## config.mk

```make
export PLATFORM = sky130hd
export DESIGN_NAME = hazard_scoreboard_flat
export DESIGN_NICKNAME = d
export VERILOG_FILES = /design/src/rtl/hazard_scoreboard_if.sv /design/src/rtl/hazard_scoreboard.sv /design/src/flat_wrapper.sv
export SDC_FILE = /design/constraint.sdc
export NUM_CORES = 1
export LEC_CHECK = 0
export ABC_AREA = 1
export ABC_CLOCK_PERIOD_IN_PS = 2180
export CAP_MARGIN = 20
export CORE_MARGIN = 1.5
export CORE_UTILIZATION = 53
export DETAILED_ROUTE_END_ITERATION = 10
export HOLD_SLACK_MARGIN = 0.05
export PLACE_DENSITY = 0.82
export SETUP_SLACK_MARGIN = 0.5
export SYNTH_ARGS = -nofsm -noshare
export SYNTH_HDL_FRONTEND = slang
export SYNTH_SLANG_ARGS = --single-unit
export TNS_END_PERCENT = 100
```

## constraint.sdc

```tcl
create_clock -name clk -period 2.18 [get_ports clk]
set_input_delay 0.327 -clock clk [delete_from_list [all_inputs] [get_ports clk]]
set_output_delay 0.327 -clock clk [all_outputs]
set_load 0.02 [all_outputs]
```

## src/rtl/hazard_scoreboard_if.sv

```systemverilog
// Decode/Execute/Writeback hazard-control bundle between the pipeline (master)
// and the hazard scoreboard (slave).
interface hazard_scoreboard_if #(
    parameter int unsigned NREG = 32,
    parameter int unsigned AW   = $clog2(NREG)
);
    logic            valid_D;
    logic [AW-1:0]   rs1_D;
    logic [AW-1:0]   rs2_D;
    logic            rs1_used_D;
    logic            rs2_used_D;
    logic [AW-1:0]   rd_D;
    logic            rd_we_D;
    logic            mc_D;
    logic            redirect_E;
    logic            wb_valid_W;
    logic [AW-1:0]   wb_rd_W;

    logic            StallF;
    logic            StallD;
    logic            FlushD;
    logic            FlushE;
    logic            issue_D;
    logic            fwdA_D;
    logic            fwdB_D;
    logic            mc_busy;
    logic            mc_done;
    logic [NREG-1:0] pending;
    logic            sb_err;

    modport master (
        output valid_D, rs1_D, rs2_D, rs1_used_D, rs2_used_D, rd_D, rd_we_D, mc_D,
        output redirect_E, wb_valid_W, wb_rd_W,
        input  StallF, StallD, FlushD, FlushE, issue_D, fwdA_D, fwdB_D,
        input  mc_busy, mc_done, pending, sb_err
    );

    modport slave (
        input  valid_D, rs1_D, rs2_D, rs1_used_D, rs2_used_D, rd_D, rd_we_D, mc_D,
        input  redirect_E, wb_valid_W, wb_rd_W,
        output StallF, StallD, FlushD, FlushE, issue_D, fwdA_D, fwdB_D,
        output mc_busy, mc_done, pending, sb_err
    );
endinterface

```

## src/rtl/hazard_scoreboard.sv

```systemverilog
// Register scoreboard with RAW/WAW/multicycle-unit hazard detection, Writeback
// forwarding and stall/flush generation for an in-order pipeline.
module hazard_scoreboard #(
    parameter int unsigned NREG   = 32,
    parameter int unsigned AW     = $clog2(NREG),
    parameter int unsigned MC_LAT = 4,
    parameter bit          FWD_EN = 1'b1
) (
    input logic                clk,
    input logic                reset,
    hazard_scoreboard_if.slave bus
);
    localparam logic [3:0] McLatCnt = 4'(MC_LAT);

    typedef enum logic {StIdle, StBusy} mc_state_e;

    logic [NREG-1:0] pending_q, pending_d;
    logic [3:0]      cnt_q, cnt_d;
    mc_state_e       mc_state_q;
    logic            mc_done_q;
    logic            sb_err_q;

    logic wb_live;
    logic src1_pend, src2_pend;
    logic wb_hit1, wb_hit2;
    logic haz1, haz2, waw, mc_conflict;
    logic stall, issue;

    always_comb begin
        wb_live     = bus.wb_valid_W && (bus.wb_rd_W != '0);
        src1_pend   = bus.rs1_used_D && (bus.rs1_D != '0) && pending_q[bus.rs1_D];
        src2_pend   = bus.rs2_used_D && (bus.rs2_D != '0) && pending_q[bus.rs2_D];
        wb_hit1     = wb_live && (bus.wb_rd_W == bus.rs1_D);
        wb_hit2     = wb_live && (bus.wb_rd_W == bus.rs2_D);
        haz1        = src1_pend && !(FWD_EN && wb_hit1);
        haz2        = src2_pend && !(FWD_EN && wb_hit2);
        // A write retiring this cycle frees the destination for reuse.
        waw         = bus.rd_we_D && (bus.rd_D != '0) && pending_q[bus.rd_D] &&
                      !(wb_live && (bus.wb_rd_W == bus.rd_D));
        // Counter at 1 finishes this cycle, so a new mc op may follow directly.
        mc_conflict = bus.mc_D && (cnt_q > 4'd1);
        stall       = bus.valid_D && (haz1 || haz2 || waw || mc_conflict) && !bus.redirect_E;
        issue       = bus.valid_D && !stall && !bus.redirect_E;
    end

    always_comb begin
        pending_d = pending_q;
        if (wb_live) begin
            pending_d[bus.wb_rd_W] = 1'b0;
        end
        // Set after clear so a same-cycle issue to the retiring register wins.
        if (issue && bus.rd_we_D && (bus.rd_D != '0)) begin
            pending_d[bus.rd_D] = 1'b1;
        end
        pending_d[0] = 1'b0;

        cnt_d = cnt_q;
        if (issue && bus.mc_D) begin
            cnt_d = McLatCnt;
        end else if (cnt_q != 4'd0) begin
            cnt_d = cnt_q - 4'd1;
        end
    end

    always_ff @(posedge clk or negedge reset) begin
        if (!reset) begin
            pending_q  <= '0;
            cnt_q      <= 4'd0;
            mc_state_q <= StIdle;
            mc_done_q  <= 1'b0;
            sb_err_q   <= 1'b0;
        end else begin
            pending_q  <= pending_d;
            cnt_q      <= cnt_d;
            mc_state_q <= (cnt_d != 4'd0) ? StBusy : StIdle;
            mc_done_q  <= (cnt_q == 4'd1);
            if (wb_live && !pending_q[bus.wb_rd_W]) begin
                sb_err_q <= 1'b1;
            end
        end
    end

    assign bus.StallF  = stall;
    assign bus.StallD  = stall;
    assign bus.FlushD  = bus.redirect_E;
    assign bus.FlushE  = stall || bus.redirect_E;
    assign bus.issue_D = issue;
    assign bus.fwdA_D  = FWD_EN && src1_pend && wb_hit1;
    assign bus.fwdB_D  = FWD_EN && src2_pend && wb_hit2;
    assign bus.mc_busy = (mc_state_q == StBusy);
    assign bus.mc_done = mc_done_q;
    assign bus.pending = pending_q;
    assign bus.sb_err  = sb_err_q;

endmodule

```

## src/flat_wrapper.sv

```systemverilog
// flat-port wrapper written by rule: the top's interface ports become plain ports
module hazard_scoreboard_flat 
#(
    parameter int unsigned NREG   = 32,
    parameter int unsigned AW     = $clog2(NREG),
    parameter int unsigned MC_LAT = 4,
    parameter bit          FWD_EN = 1'b1
)
  (clk, reset, bus_valid_D, bus_rs1_D, bus_rs2_D, bus_rs1_used_D, bus_rs2_used_D, bus_rd_D, bus_rd_we_D, bus_mc_D, bus_redirect_E, bus_wb_valid_W, bus_wb_rd_W, bus_StallF, bus_StallD, bus_FlushD, bus_FlushE, bus_issue_D, bus_fwdA_D, bus_fwdB_D, bus_mc_busy, bus_mc_done, bus_pending, bus_sb_err);
  hazard_scoreboard_if #(.NREG(NREG), .AW(AW)) bus_i ();
  input logic clk;
  input logic reset;
  input wire logic [$bits(bus_i.valid_D)-1:0] bus_valid_D;
  input wire logic [$bits(bus_i.rs1_D)-1:0] bus_rs1_D;
  input wire logic [$bits(bus_i.rs2_D)-1:0] bus_rs2_D;
  input wire logic [$bits(bus_i.rs1_used_D)-1:0] bus_rs1_used_D;
  input wire logic [$bits(bus_i.rs2_used_D)-1:0] bus_rs2_used_D;
  input wire logic [$bits(bus_i.rd_D)-1:0] bus_rd_D;
  input wire logic [$bits(bus_i.rd_we_D)-1:0] bus_rd_we_D;
  input wire logic [$bits(bus_i.mc_D)-1:0] bus_mc_D;
  input wire logic [$bits(bus_i.redirect_E)-1:0] bus_redirect_E;
  input wire logic [$bits(bus_i.wb_valid_W)-1:0] bus_wb_valid_W;
  input wire logic [$bits(bus_i.wb_rd_W)-1:0] bus_wb_rd_W;
  output wire logic [$bits(bus_i.StallF)-1:0] bus_StallF;
  output wire logic [$bits(bus_i.StallD)-1:0] bus_StallD;
  output wire logic [$bits(bus_i.FlushD)-1:0] bus_FlushD;
  output wire logic [$bits(bus_i.FlushE)-1:0] bus_FlushE;
  output wire logic [$bits(bus_i.issue_D)-1:0] bus_issue_D;
  output wire logic [$bits(bus_i.fwdA_D)-1:0] bus_fwdA_D;
  output wire logic [$bits(bus_i.fwdB_D)-1:0] bus_fwdB_D;
  output wire logic [$bits(bus_i.mc_busy)-1:0] bus_mc_busy;
  output wire logic [$bits(bus_i.mc_done)-1:0] bus_mc_done;
  output wire logic [$bits(bus_i.pending)-1:0] bus_pending;
  output wire logic [$bits(bus_i.sb_err)-1:0] bus_sb_err;
  assign bus_i.valid_D = bus_valid_D;
  assign bus_i.rs1_D = bus_rs1_D;
  assign bus_i.rs2_D = bus_rs2_D;
  assign bus_i.rs1_used_D = bus_rs1_used_D;
  assign bus_i.rs2_used_D = bus_rs2_used_D;
  assign bus_i.rd_D = bus_rd_D;
  assign bus_i.rd_we_D = bus_rd_we_D;
  assign bus_i.mc_D = bus_mc_D;
  assign bus_i.redirect_E = bus_redirect_E;
  assign bus_i.wb_valid_W = bus_wb_valid_W;
  assign bus_i.wb_rd_W = bus_wb_rd_W;
  assign bus_StallF = bus_i.StallF;
  assign bus_StallD = bus_i.StallD;
  assign bus_FlushD = bus_i.FlushD;
  assign bus_FlushE = bus_i.FlushE;
  assign bus_issue_D = bus_i.issue_D;
  assign bus_fwdA_D = bus_i.fwdA_D;
  assign bus_fwdB_D = bus_i.fwdB_D;
  assign bus_mc_busy = bus_i.mc_busy;
  assign bus_mc_done = bus_i.mc_done;
  assign bus_pending = bus_i.pending;
  assign bus_sb_err = bus_i.sb_err;
  hazard_scoreboard #(.NREG(NREG), .AW(AW), .MC_LAT(MC_LAT), .FWD_EN(FWD_EN)) u_core (.clk(clk), .reset(reset), .bus(bus_i));
endmodule
```

==> results of run 1 <==
[kinds of logic after synthesis]
kind of cell	after synthesis	synth area share (%)
adder cells (fa/ha/maj)	3	1.06
AO/OA/AOI/OAI	83	13.6
AND/OR/NAND/NOR	370	43.6
other	1	0.106
flip-flops	38	26.8
buffers and inverters	102	12.7
XOR/XNOR	9	2.22
[per-layer routing]
metal / GRT usage (%) / overflow
met1: 81.4 / 0
met2: 99.3 / 49
met3: 57.8 / 0
met4: 80.9 / 27
met5: 7.69 / 0
[synth_stat cells, types with 2 or more instances]
cell type  instances  area share (%)
a21boi_0           3            0.63
a21oi_1            6            0.85
a22oi_1            2            0.42
buf_1              3            0.32
buf_2             11             1.6
buf_4              3            0.63
buf_6              5             1.6
clkbuf_1           2            0.21
clkinv_1           2            0.21
dfrtp_1           38              27
ha_1               3             1.1
inv_1             72             7.6
inv_2              2            0.21
nand2_1          215              23
nand2_2            2            0.35
nand3_1           67             9.4
nand4_1            9             1.6
nor2_1            58             6.1
nor3_1            16             2.3
o211ai_1          10             2.1
o21ai_0           48             6.8
o21ai_1            2            0.28
o22ai_1            5            0.88
o31ai_1            2            0.42
xnor2_1            5             1.2
xor2_1             4            0.99
[metrics by stage]
step                      setup WS [ps]  hold WS [ps]
after floorplan                     128          31.4
after global placement             -972           471
after detailed placement           -994           472
after CTS                          -196           151
[what timing repair did]
item / CTS
cloned: 4
endpoints found under the setup margin: 75
gates resized for setup: 150
pin swaps: 11
buffers inserted: 16
endpoints found under the hold margin: 0
==> run summary, run 1 <==
syn_area_per_cell = 5.86 um2
Primary FF master, synth = dfrtp_1
post-placement cell count = 840
sequential fraction of the synthesis area = 26.8%
CTS Hold Bufs = 0
Initial Util = 55.3%
number of I/O pins = 71
Die Wd = 84.8 um
asr flop ratio synth = 100%
maximum root-to-sink buffer count = 2
post-synthesis cell count = 606
number of clock sinks = 38
error message = [ERROR GRT-0232] Routing congestion too high. Check the congestion heatmap in the GUI.
number of distinct library cells after synthesis = 37
GR repair worst EP = bus_issue_D
placed instance area = 5180 um2
syn nets = 638
worst endpoint type = primary output
GRT Overall Usage = 79.2%
Mapped Area = 3550 um2
H-Tree Depth = 2
Port-buffer cells = 69
number of core rows = 29
Failed at = 5_1_grt
final RePlAce weighted congestion = 0.978
number of warnings issued by yosys = 0
outcome = aborted with a tool error
Num CTS Buffers = 5
Post-synth EDFFs = 0
largest net degree at the start of global routing = 39
DIE HEIGHT = 84.8 um
gr ovfl total = 76
Clock Root Buffer = clkbuf_8
hpwl dp = 11200 um
#FFs+latches synth = 38
==> inputs of run 2 (changes only) <==
CORE_UTILIZATION = 40   (was 53)
HOLD_SLACK_MARGIN = unset   (was 0.05)
PLACE_DENSITY = unset   (was 0.82)
PLACE_DENSITY_LB_ADDON = 0.15   (was unset)
SETUP_SLACK_MARGIN = unset   (was 0.5)
==> run 2 against run 1 <==
The flow now finishes, with violations (negative setup slack). Synthesized cell count unchanged. Area after synthesis unchanged.
==> run summary, run 2 <==
outcome = finished, violations left
failing checks = negative setup slack
Post-synth EDFFs = 0
clock latency on the worst-skew pair = 290 ps
Clk pwr share = 19.2%
sequential fraction of the synthesis area = 26.8%
commonest non-fill, non-tap cell in the layout = nand2_1
number of distinct library cells after synthesis = 37
Top delay family on crit path = buffers and inverters
asr flop ratio synth = 100%
number of clock sinks = 38
worst vdd ir = 0.570 mV
synth cell count leaders = 215 x nand2_1, 72 x inv_1, 67 x nand3_1, 58 x nor2_1, 48 x o21ai_0
Int Power = 1.95 mW
CP required = 1850 ps
Mapped Area = 3550 um2
hold slack = 80.1 ps
Worst R2R Start = u_core.bus.pending[4]
Synth top area share = 26.8%
placeable core area = 8680 um2
setup ws final = -323 ps
maximum fanout along the worst path = 6
Psw = 1.26 mW
hpwl dp = 11400 um
Die Wd = 97.2 um
initial drt markers = 390
Initial Util = 40.9%
final worst-path cycle share = 115%
Port-buffer cells = 69
Setup Viol. Count Final = 38
Num CTS Buffers = 5
worst slew pin tran = 526 ps
max_cap viols = 0
FF-to-FF setup slack = -270 ps
fillers = 804
Via density = 5.36
fin. max-slew vios = 0
DIE HEIGHT = 97.2 um
number of nets in the layout = 841
worst hold path class = primary input to async pin
CTS Hold Bufs = 0
Max Fclk = 400 MHz
DRT Pass-1 Iters = 5
endpoints failing hold = 0
first-pass GRT wire length = 24300 um
Comb power frac = 52.3%
post-placement worst setup slack = -1080 ps
post-route ant nets = 0
Slowest-stage cell, CP = clkdlybuf4s50_1
Yosys top cell by area = dfrtp_1
vias in the first global route = 4721
largest net degree at the start of global routing = 39
total die area = 9450 um2
fraction of layout cells with a size suffix above 1 = 29.6%
via count = 4925
Leakage Power = 3.00 nW
Cell Chain, Critical Path = clkdlybuf4s50_1 -> buf_4 -> xnor2_2 -> nand3_1 -> nor2_1 -> a21oi_1 -> a21boi_2 -> nand3_2 -> nand2_4 -> nand2_4 -> nor2_8 -> buf_6
CP max stage delay = 500 ps
syn nets = 638
maximum root-to-sink buffer count = 2
Clock Root Buffer = clkbuf_8
number of I/O pins = 71
Worst Path Arrival = 2180 ps
switching share of power = 39.2%
relative slew slack = 64.9%
GRT Overall Usage = 32.5%
Area Overhead vs Synth = 65.1%
Final Util = 67.5%
min cycle time layout = 2500 ps
post-synthesis cell count = 606
final RePlAce weighted congestion = 1.00
CTS tree = yes
worst reg2reg path depth = 20
Worst R2R End = u_core.bus.pending[31]
Routed wire per std cell = 17.2 um
gr ovfl total = 0
sequential power share = 28.5%
number of flip-flops under the largest register name = 31
Primary FF master, synth = dfrtp_1
clk slew on worst S/H paths = 80 ps
#FFs+latches synth = 38
clk_skew = 6.55 ps
top post-synthesis cells by area = dfrtp_1 27%, nand2_1 23%, nand3_1 9.4%
most frequent cells in the layout = 206 x nand2_1, 126 x buf_4, 56 x inv_1, 52 x nand3_1, 50 x nor2_1
number of warnings issued by yosys = 0
Power Density = 548 nW/um2
RSZ-0062 raised after global routing = yes
Setup crit end kind = primary output
CP Launch Type = primary input
crit path kind = primary input to primary output
syn_area_per_cell = 5.86 um2
Ant. Diodes = 0
CP bufs+invs = 3
count leader, synth = nand2_1
number of core rows = 34
most frequent CP cell = nand2_4
number of antenna violations at the first check in global routing = 0
H-Tree Depth = 2
DRC Markers = 0
drt total wl = 15800 um
-- run 2: cell counts after synthesis --
No cell type changed its count.
-- run 2: final cells by class --
type                    instances  area [um2]  area share [%]
repair buffers                220        1990            34.0
multi-input cells             466        2370            40.4
repair inverters                1        6.26           0.107
inverters                      77         297            5.06
clock buffers                   6        72.6            1.24
well taps                     108         135            2.31
flip-flops and latches         38         956            16.3
clock inverters                 2        37.5           0.640
-- run 2: repair_timing --
action / in CTS / in global routing
setup endpoints to repair: 42 / 42
resized for setup: 89 / 63
buffers inserted: 9 / 13
pin swaps: 13 / 20
gates cloned: 4 / 2
-- run 2: through the flow --
stage                     std cells  instance area (um2)  total power, mW  TNS, ps
after floorplan                 606                 3550             1.63        0
after global placement          884                 5200             2.38   -27550
after detailed placement        884                 5200             2.40   -28750
after CTS                       904                 5560             3.10    -6100
after global routing            918                 5860             3.41   -11770
final                           918                 5860             3.21    -8150
-- run 2: kinds of logic (layout without fill, tap and decap cells) --
family | after synthesis | in the layout | synth area share (%)
other | 1 | 1 | 0.106
and+or+nand+nor | 370 | 370 | 43.6
xor gates and xnor gates | 9 | 9 | 2.22
buffers and inverters | 102 | 306 | 12.7
adders and majority gates | 3 | 3 | 1.06
AOI/OAI and AO/OA | 83 | 83 | 13.6
DFF | 38 | 38 | 26.8
-- run 2: how the worst max path moves through the flow --
stage,start,to,cells past startpoint
2_1_floorplan,bus_rd_D[0],bus_issue_D,16
3_3_place_gp,bus_rd_D[0],bus_issue_D,16
3_5_place_dp,bus_rd_D[0],bus_issue_D,16
4_1_cts,u_core.bus.pending[20],bus_issue_D,15
5_1_grt,bus_wb_rd_W[3],bus_issue_D,12
6_report,bus_wb_rd_W[3],bus_issue_D,12
-- run 2: power groups by stage --
stage	clock [mW]	sequential, mW	combinational [mW]
2_1_floorplan	0	1.01	0.617
3_3_place_gp	0	0.925	1.46
3_5_place_dp	0	0.927	1.47
4_1_cts	0.618	0.910	1.57
5_1_grt	0.649	0.923	1.83
6_report	0.616	0.916	1.68
-- run 2: routing by layer --
metal / up-vias / track usage (%) / wire, um / part of all wire (%)
met5: - / 0 / 0 / 0
met4: 0 / 11.0 / 406 / 2.6
met3: 31 / 3.88 / 1390 / 8.8
met2: 259 / 52.3 / 7370 / 47
met1: 2281 / 45.2 / 6600 / 42
li1: 2354 / - / - / -
Note: power is estimated with default switching activity, not from simulation.
==> inputs of run 3 (changes only) <==
--- a/config.mk
+++ b/config.mk
@@ -12,2 +12,3 @@
 export CORE_UTILIZATION = 40
+export CTS_BUF_LIST = sky130_fd_sc_hd__clkbuf_4 sky130_fd_sc_hd__clkbuf_8
 export DETAILED_ROUTE_END_ITERATION = 10
==> constraint.sdc (replaced) <==
create_clock -name clk -period 2.18 [get_ports clk]
set_input_delay 0.436 -clock clk [delete_from_list [all_inputs] [get_ports clk]]
set_output_delay 0.436 -clock clk [all_outputs]
set_load 0.02 [all_outputs]
==> run 3 against run 2 <==
The run still ends with negative setup slack left. Via count rose by 2.4%. Routed wire length rose by 3.0%. Critical path type unchanged. Core utilization rose by 0.33 points. Critical path depth rose by 2. Power rose by 5.9%.
==> run summary, run 3 (synthesis gave the netlist of run 2 again) <==
outcome = finished, violations left
failing checks = negative setup slack
endpoints failing hold = 0
initial drt markers = 346
fillers = 792
worst vdd ir = 0.647 mV
clk_skew = 7.69 ps
number of flip-flops under the largest register name = 31
first-pass GRT wire length = 24700 um
post-placement worst setup slack = -1320 ps
DIE HEIGHT = 97.2 um
Design Power = 3.40 mW
min cycle time layout = 2620 ps
final RePlAce weighted congestion = 1.02
maximum fanout along the worst path = 5
placeable core area = 8680 um2
fraction of layout cells with a size suffix above 1 = 30.4%
crit path kind = primary input to primary output
vias in the first global route = 4660
number of I/O pins = 71
Worst R2R End = u_core.bus.pending[2]
final worst-path cycle share = 120%
post-route ant nets = 0
CP Launch Type = primary input
Via density = 5.46
clk slew on worst S/H paths = 80 ps
worst reg2reg path depth = 17
Max Fclk = 382 MHz
worst slew pin tran = 515 ps
DRT Pass-1 Iters = 5
FF-to-FF setup slack = -160 ps
Slowest-stage cell, CP = nor3_1
worst hold path class = primary input to async pin
Cell Chain, Critical Path = dlygate4sd2_1 -> buf_4 -> inv_2 -> nor3_1 -> nand2_1 -> nand2_1 -> nor2_1 -> nand2_2 -> a21boi_4 -> nand3_4 -> nand2_4 -> buf_4 -> nor2_4 -> buf_6
Setup crit end kind = primary output
Ant. Diodes = 0
Routed wire per std cell = 17.6 um
CP max stage delay = 290 ps
commonest non-fill, non-tap cell in the layout = nand2_1
Worst Path Arrival = 2180 ps
Area Overhead vs Synth = 65.9%
number of clock sinks = 38
CP bufs+invs = 5
hold slack = 185 ps
RSZ-0062 raised after global routing = yes
number of antenna violations at the first check in global routing = 0
most frequent cells in the layout = 205 x nand2_1, 135 x buf_4, 59 x inv_1, 57 x nand3_1, 49 x nor2_1
drt total wl = 16200 um
CP required = 1740 ps
Initial Util = 40.9%
largest net degree at the start of global routing = 39
number of nets in the layout = 846
maximum root-to-sink buffer count = 2
relative slew slack = 65.6%
Setup Viol. Count Final = 42
via count = 5042
H-Tree Depth = 2
number of core rows = 34
Clock Root Buffer = clkbuf_8
DRC Markers = 0
Setup TNS = -5960 ps
GRT Overall Usage = 33.3%
crit path from = bus_rd_D[4]
setup ws final = -438 ps
Power Density = 577 nW/um2
Top delay family on crit path = simple AND/OR/NAND/NOR gates
CTS tree = yes
total die area = 9450 um2
Worst R2R Start = u_core.bus.pending[23]
Die Wd = 97.2 um
Port-buffer cells = 69
clock latency on the worst-skew pair = 300 ps
Leakage Power = 3.05 nW
hpwl dp = 11700 um
gr ovfl total = 0
fin. max-slew vios = 0
max_cap viols = 0
Num CTS Buffers = 5
==> run 3: cell count changes in the layout (fill, tap and decap cells not counted), sizes merged, moves of 2 or more <==
| cell | before | now |
|---|---|---|
| clkdlybuf4s50 | 46 | 44 |
| dlygate4sd2 | 13 | 10 |
| buf | 157 | 164 |
| clkbuf | 9 | 12 |
==> run 3: final cells by class <==
| cell class | count | area, um2 | share of cell area (%) |
|---|---|---|---|
| Multi-Input combinational cell | 466 | 2340 | 39.7 |
| Timing Repair Buffer | 226 | 2010 | 34.1 |
| Sequential cell | 38 | 961 | 16.3 |
| Inverter | 77 | 307 | 5.21 |
| Tap cell | 108 | 135 | 2.29 |
| Clock buffer | 6 | 82.6 | 1.40 |
| Clock inverter | 2 | 60.1 | 1.02 |
==> run 3: timing repair <==
item	4_1_cts	5_1_grt
pin swaps	20	35
setup buffers	12	10
gates resized for setup	92	66
setup endpoints to repair	42	42
gates cloned	2	1
hold buffers	0	0
==> run 3: per-layer routing <==
layer | vias up | track usage [%] | routed length [um] | part of all wire (%)
met2 | 265 | 54.1 | 7540 | 46
met1 | 2359 | 44.7 | 6690 | 41
met3 | 49 | 3.60 | 1410 | 8.7
li1 | 2369 | - | - | -
met5 | - | 0 | 0 | 0
met4 | 0 | 14.6 | 610 | 3.8
==> run 3: stage by stage <==
| stage | area [um2] | util (%) | instances |
|---|---|---|---|
| CTS | 5630 | 64.9 | 913 |
| finish | 5890 | 67.9 | 923 |
| global route | 5890 | 67.9 | 923 |
| floorplan | 3580 | - | 606 |
| detailed placement | 5280 | 60.9 | 892 |
| global placement | 5280 | 60.9 | 892 |
==> run 3: worst max path at each step <==
stage	endpoint	slack (ps)	cells past startpoint
floorplan	bus_StallF	-100	11
global placement	bus_issue_D	-1350	17
detailed placement	bus_issue_D	-1320	17
CTS	bus_issue_D	-430	15
global route	bus_issue_D	-480	15
finish	bus_StallF	-440	14
==> run 3: report_power, final <==
group	internal [mW]	switching (mW)
logic	0.813	0.894
registers	0.820	0.109
clock network	0.488	0.276
total	2.12	1.28
